$ cat config.mk
export PLATFORM = sky130hd
export DESIGN_NAME = phase_enable_gen
export DESIGN_NICKNAME = d
export VERILOG_FILES = /design/src/rtl/proc_clk_pkg.sv /design/src/rtl/phase_counter.sv /design/src/rtl/phase_enable_gen.sv
export SDC_FILE = /design/constraint.sdc
export NUM_CORES = 1
export LEC_CHECK = 0
export ABC_CLOCK_PERIOD_IN_PS = 1500
export BUFFER_PORTS_ARGS = -buffer_cell sky130_fd_sc_hd__buf_2
export CELL_PAD_IN_SITES_DETAIL_PLACEMENT = 0
export CELL_PAD_IN_SITES_GLOBAL_PLACEMENT = 1
export CORE_MARGIN = 2
export CORE_UTILIZATION = 33
export DETAILED_ROUTE_END_ITERATION = 6
export HOLD_SLACK_MARGIN = 0.12
export MAX_ROUTING_LAYER = met4
export PLACE_DENSITY_LB_ADDON = 0.1
export SYNTH_ARGS = -nofsm -noshare
export SYNTH_HDL_FRONTEND = slang
export SYNTH_SLANG_ARGS = --single-unit
$ cat constraint.sdc
create_clock -name clock -period 1.5 [get_ports clock]
set_input_delay 0.3 -clock clock [delete_from_list [all_inputs] [get_ports clock]]
set_output_delay 0.3 -clock clock [all_outputs]
set_load 0.01 [all_outputs]
$ cat src/rtl/proc_clk_pkg.sv
// Shared definitions for the phase enable generator.
//   state_t    : control FSM encoding (IDLE / RUN / STEP / DRAIN)
//   MIN_PHASES : smallest supported NUM_PHASES
//   MAX_PHASES : largest supported NUM_PHASES
package proc_clk_pkg;

  typedef enum logic [1:0] {
    ST_IDLE  = 2'd0,
    ST_RUN   = 2'd1,
    ST_STEP  = 2'd2,
    ST_DRAIN = 2'd3
  } state_t;

  localparam int MIN_PHASES = 2;
  localparam int MAX_PHASES = 16;

endpackage

$ cat src/rtl/phase_counter.sv
// Phase datapath: per-phase cycle counter, phase index and latched divide.
//   clock     : rising-edge clock
//   reset     : synchronous active-high reset
//   clear     : hold counters at zero (controller idle)
//   advance   : count this cycle (busy and not stalled)
//   div       : cycles per phase minus one
//   tick      : current phase ends this cycle
//   last      : phase_idx is the final phase of the round
//   phase_idx : current phase index
module phase_counter #(
  parameter int NUM_PHASES = 4,
  parameter int DIV_W      = 4,
  parameter int IDX_W      = $clog2(NUM_PHASES)
) (
  input  logic             clock,
  input  logic             reset,
  input  logic             clear,
  input  logic             advance,
  input  logic [DIV_W-1:0] div,
  output logic             tick,
  output logic             last,
  output logic [IDX_W-1:0] phase_idx
);

  localparam logic [IDX_W-1:0] LAST_IDX = IDX_W'(NUM_PHASES - 1);

  logic [DIV_W-1:0] cnt;
  logic [DIV_W-1:0] div_q;

  assign tick = advance && (cnt == div_q);
  assign last = (phase_idx == LAST_IDX);

  always_ff @(posedge clock) begin
    if (reset) begin
      cnt       <= '0;
      phase_idx <= '0;
      div_q     <= '0;
    end else begin
      // div_q is captured on the edge that leads into a round start
      // (idle, or wrapping out of the last phase) so the value is already
      // in force on the round's first cycle, where a div of 0 must tick.
      // It is frozen for the rest of the round.
      if (clear || (tick && last))
        div_q <= div;
      if (clear) begin
        cnt       <= '0;
        phase_idx <= '0;
      end else if (tick) begin
        cnt       <= '0;
        phase_idx <= last ? '0 : phase_idx + 1'b1;
      end else if (advance) begin
        cnt <= cnt + 1'b1;
      end
    end
  end

endmodule

$ cat src/rtl/phase_enable_gen.sv
// Phase enable generator: emits one one-hot enable pulse at the end of each
// of NUM_PHASES phases per round, each phase lasting div+1 cycles.
//   clock      : rising-edge clock
//   reset      : synchronous active-high reset
//   run        : level, free-running rounds while high
//   step       : pulse, one round when idle
//   stall      : level, freezes everything and masks enables
//   div        : cycles per phase minus one (sampled at round start)
//   phase_en   : one-hot pulse, bit k at the end of phase k
//   phase_idx  : current phase index
//   round_done : pulse with the last phase enable
//   busy       : controller is in RUN, STEP or DRAIN
module phase_enable_gen
  import proc_clk_pkg::*;
#(
  parameter int NUM_PHASES = 4,
  parameter int DIV_W      = 4
) (
  input  logic                          clock,
  input  logic                          reset,
  input  logic                          run,
  input  logic                          step,
  input  logic                          stall,
  input  logic [DIV_W-1:0]              div,
  output logic [NUM_PHASES-1:0]         phase_en,
  output logic [$clog2(NUM_PHASES)-1:0] phase_idx,
  output logic                          round_done,
  output logic                          busy
);

  localparam int IDX_W = $clog2(NUM_PHASES);

  if (NUM_PHASES < MIN_PHASES || NUM_PHASES > MAX_PHASES) begin : g_bad_phases
    $error("phase_enable_gen: NUM_PHASES out of range");
  end

  state_t state, state_nxt;
  logic   tick, last;

  phase_counter #(
    .NUM_PHASES(NUM_PHASES),
    .DIV_W     (DIV_W),
    .IDX_W     (IDX_W)
  ) u_cnt (
    .clock    (clock),
    .reset    (reset),
    .clear    (state == ST_IDLE),
    .advance  (busy && !stall),
    .div      (div),
    .tick     (tick),
    .last     (last),
    .phase_idx(phase_idx)
  );

  always_ff @(posedge clock) begin
    if (reset) state <= ST_IDLE;
    else       state <= state_nxt;
  end

  // Stall freezes the controller along with the counters.
  always_comb begin
    state_nxt = state;
    if (!stall) begin
      unique case (state)
        ST_IDLE:  if (run) state_nxt = ST_RUN;
                  else if (step) state_nxt = ST_STEP;
        ST_RUN:   if (!run) state_nxt = ST_DRAIN;
        ST_STEP,
        ST_DRAIN: if (tick && last) state_nxt = ST_IDLE;
        default:  state_nxt = ST_IDLE;
      endcase
    end
  end

  // tick already includes the stall mask, so enables vanish under stall.
  always_comb begin
    busy       = (state != ST_IDLE);
    round_done = tick && last;
    phase_en   = '0;
    if (tick) phase_en[phase_idx] = 1'b1;
  end

endmodule

==> Flow_metrics.wiki <==
{| class="wikitable"
! Metric !! Value
|-
| Crit path max-delay family || simple AND/OR/NAND/NOR gates
|-
| Result of the run || finished with violations
|-
| Antenna violations before repair || 0
|-
| Post-route fraction of the period consumed by the critical path || 1.172
|-
| Area share of the largest cell type after synthesis || 0.3472
|-
| Fraction of final layout cells sized beyond drive strength 1 || 0.4867
|-
| Total wire length || 1491 um
|-
| Net count of the mapped netlist || 95
|-
| Clock share of power || 0.337
|-
| Port bufs || 16
|-
| Worst Path Required || 1200 ps
|-
| Slowest stage cell, crit path || sky130_fd_sc_hd__dfxtp_4
|-
| Die Area || 0.002479 mm^2
|-
| Layout net count || 128
|-
| Post-synthesis instance area || 691.9 um^2
|-
| Count of pins over their slew limit || 0
|-
| Sort of element at the end of the critical path || output pin
|-
| Post-synthesis instance total || 81
|-
| Fraction of power consumed by combinational cells || 0.216
|-
| Distinct cell type count of the synthesized netlist || 29
|-
| Number of synthesized flops with an enable pin || 0
|-
| I/O pin total || 17
|-
| Global Route Usage Sum || 0.1412
|-
| Vias in the first global route || 587
|-
| Critical path startpoint category || flip-flop
|-
| Synth top cells by count || 12 x sky130_fd_sc_hd__dfxtp_1, 9 x sky130_fd_sc_hd__nand2_1, 6 x sky130_fd_sc_hd__nor2_1, 5 x sky130_fd_sc_hd__ha_1, 5 x sky130_fd_sc_hd__inv_1
|-
| CP Class || flip-flop to output pin
|-
| Cell breakdown of the critical path || xnor2_2 -> and4_4 -> and3_4 -> and2_4 -> buf_6
|-
| Flip-flop and latch count after synthesis || 12
|-
| Worst hold path type || primary input to flip-flop
|-
| Horizontal extent of the die || 49.79 um
|-
| Critical Path Max Stage Delay || 370 ps
|-
| Final count of hold timing violations || 0
|-
| Post-route ant nets || 0
|-
| Worst slew slack as a fraction of its limit || 0.7537
|-
| Worst-Skew Late Latency || 270 ps
|-
| Power per standard cell area || 779.3 mW/mm^2
|-
| Switching portion of total power || 0.2649
|-
| Leakage power of the design || 0.4366 nW
|-
| Final setup viols || 5
|-
| Tot Pwr || 776.2 uW
|-
| Number of max-cap violations || 0
|-
| Routed WL per cell || 10.65 um
|-
| Final Worst Setup Slack || -257.3 ps
|-
| Share of async-settable or async-resettable flops after synthesis || 0
|-
| Fillers || 207
|-
| Internal power of the cells || 570.6 uW
|-
| Period minus WS final || 1757 ps
|-
| Number of placed instances with taps included || 129
|-
| Starting DRC count in detailed routing || 10
|-
| Global-route congestion overflow total || 0
|-
| CORE AREA || 0.001962 mm^2
|-
| Vias per std cell || 4.593
|-
| Clock Sinks || 12
|-
| Count of buffering cells on the critical path with inverters included || 1
|-
| Maximum operating frequency || 569.1 MHz
|-
| Number of cell rows || 16
|-
| Area growth from synthesis to layout || 43.94%
|-
| Unrepaired setup endpoints after global routing || true
|-
| Number of levels the H-tree was split into || 1
|-
| Largest net degree at the start of global routing || 10
|-
| Cell with the most instances after synthesis || sky130_fd_sc_hd__dfxtp_1
|-
| Routability congestion estimate || 0.7356
|-
| Crit-path max FO || 5
|-
| Number of non-filler instances in the completed layout || 140
|-
| Share of the yosys chip area belonging to registers || 0.3472
|-
| Cell taking the most area after synthesis || sky130_fd_sc_hd__dfxtp_1
|-
| Detailed-routing iteration count for the pre-antenna-repair pass || 4
|-
| Transition time of the tightest slew-check pin || 369.1 ps
|-
| Critical path data arrival time || 1460 ps
|-
| Initial cell density of the core || 0.3527
|-
| Residual DRC count || 0
|-
| Post-detail-place hpwl || 1149 um
|-
| Maximum resistive drop on vdd || 0.5030 mV
|-
| Count of antenna diodes in the layout || 0
|-
| Failing checks || setup timing
|-
| Global-route wire length before repair || 2573 um
|-
| Net Sw Power || 205.6 uW
|-
| CTS Buf Count || 3
|-
| CTS hold repair buffers || 0
|-
| Leading register cell type out of synthesis || sky130_fd_sc_hd__dfxtp_1
|-
| Height of the die || 49.79 um
|-
| Total vias in the final route || 643
|-
| CTS tree || done
|-
| Avg Synthesized Cell Area || 8.542 um^2
|-
| Minimum hold slack || 278.1 ps
|-
| Library cell used as clock root buffer || sky130_fd_sc_hd__clkbuf_4
|-
| Fraction of power consumed by sequential logic || 0.447
|-
| Post-Route Skew || 5.444 ps
|-
| Yosys warnings || 0
|-
| Maximum buffer depth of the clock tree || 2
|-
| Clock slew at reported path FFs || 80 ps
|-
| Top cells by area in the synthesized netlist || sky130_fd_sc_hd__dfxtp_1 35%, sky130_fd_sc_hd__ha_1 9.0%, sky130_fd_sc_hd__xnor2_1 5.1%
|}
## path summary, 6_finish.rpt
kind,end,cells past startpoint,start,slack (ps)
hold reg to reg,u_cnt.div_q[1]$_SDFFE_PP0P_,2,u_cnt.div_q[1]$_SDFFE_PP0P_,490
hold / removal,u_cnt.div_q[0]$_SDFFE_PP0P_,3,div[0],280
setup / recovery,phase_en[3],5,u_cnt.cnt[0]$_SDFFE_PP0P_,-260
setup reg to reg,u_cnt.div_q[3]$_SDFFE_PP0P_,6,u_cnt.cnt[0]$_SDFFE_PP0P_,170
## cell families (layout without fill, tap and decap cells)
| group | after synthesis | count (layout) | share of synthesized area |
|---|---|---|---|
| fa+ha+maj | 5 | 5 | 0.09042 |
| compound gates | 15 | 15 | 0.1537 |
| xor+xnor | 6 | 6 | 0.07595 |
| flops | 12 | 12 | 0.3472 |
| mux | 1 | 1 | 0.01447 |
| simple gates | 33 | 33 | 0.2532 |
| buf+inv | 9 | 41 | 0.06509 |
## metrics by stage
stage | setup slack (ps) | setup TNS [ps] | utilization | cell area (um^2)
3_3_place_gp | 17.41 | 0 | 0.4503 | 883.3
2_1_floorplan | -75.24 | -75.24 | - | 735.7
6_report | -257.3 | -1213 | 0.5077 | 996.0
4_1_cts | -272.6 | -1281 | 0.4898 | 960.9
5_1_grt | -336.1 | -1638 | 0.5077 | 996.0
3_5_place_dp | 8.719 | 0 | 0.4503 | 883.3
## state kept, by name (all words and copies together) (netlist names)
name,cells
u_cnt.cnt,4
u_cnt.div_q,4
state,2
u_cnt.phase_idx,2
## layer usage
| layer | GRT usage | wire length, um |
|---|---|---|
| met5 | - | 0 |
| met4 | 0.05556 | 23 |
| met3 | 0.03636 | 45 |
| met2 | 0.2156 | 727 |
| met1 | 0.1779 | 696 |
## power groups by stage
stage | sequential (mW) | combinational, mW | clock (mW)
floorplan | 0.356 | 0.0887 | 0
global placement | 0.357 | 0.149 | 0
detailed placement | 0.357 | 0.150 | 0
CTS | 0.347 | 0.157 | 0.271
global route | 0.350 | 0.185 | 0.293
finish | 0.347 | 0.168 | 0.261
## cell type report
| cell class | instances | area, um^2 | area share |
|---|---|---|---|
| clock buffers | 4 | 36.28 | 0.03643 |
| multi-input cells | 60 | 444.2 | 0.4460 |
| flip-flops and latches | 12 | 254.0 | 0.2550 |
| repair buffers | 31 | 205.2 | 0.2060 |
| well taps | 27 | 33.78 | 0.03392 |
| inverters | 6 | 22.52 | 0.02261 |
## cell usage in the layout, fill, tap and decap left out, drive strengths merged, types with 2 or more instances in the layout
master | netlist | final
nand4 | 3 | 3
o22ai | 4 | 4
buf | 3 | 31
nor2 | 7 | 7
inv | 6 | 6
a211oi | 2 | 2
nor3 | 3 | 3
nand2 | 9 | 9
a31oi | 2 | 2
xor2 | 2 | 2
and3 | 4 | 4
nand2b | 4 | 4
xnor2 | 4 | 4
ha | 5 | 5
dfxtp | 12 | 12
o21ai | 3 | 3
a21oi | 2 | 2
clkbuf | 0 | 4
## timing repair
action | in CTS | in global routing
endpoints found under the setup margin | 5 | 5
buffers inserted | 3 | 4
resized for setup | 5 | 1
pin swaps | 4 | 4
## worst register-to-register path, cell delays in order, from the launching register on
cell and delay (ps):
sky130_fd_sc_hd__dfxtp_4 370, sky130_fd_sc_hd__xnor2_2 130, sky130_fd_sc_hd__and4_4 200, sky130_fd_sc_hd__buf_4 140, sky130_fd_sc_hd__a31oi_1 160, sky130_fd_sc_hd__buf_4 150
sky130_fd_sc_hd__o22ai_1 60
Note: power is estimated with default switching activity, not from simulation.
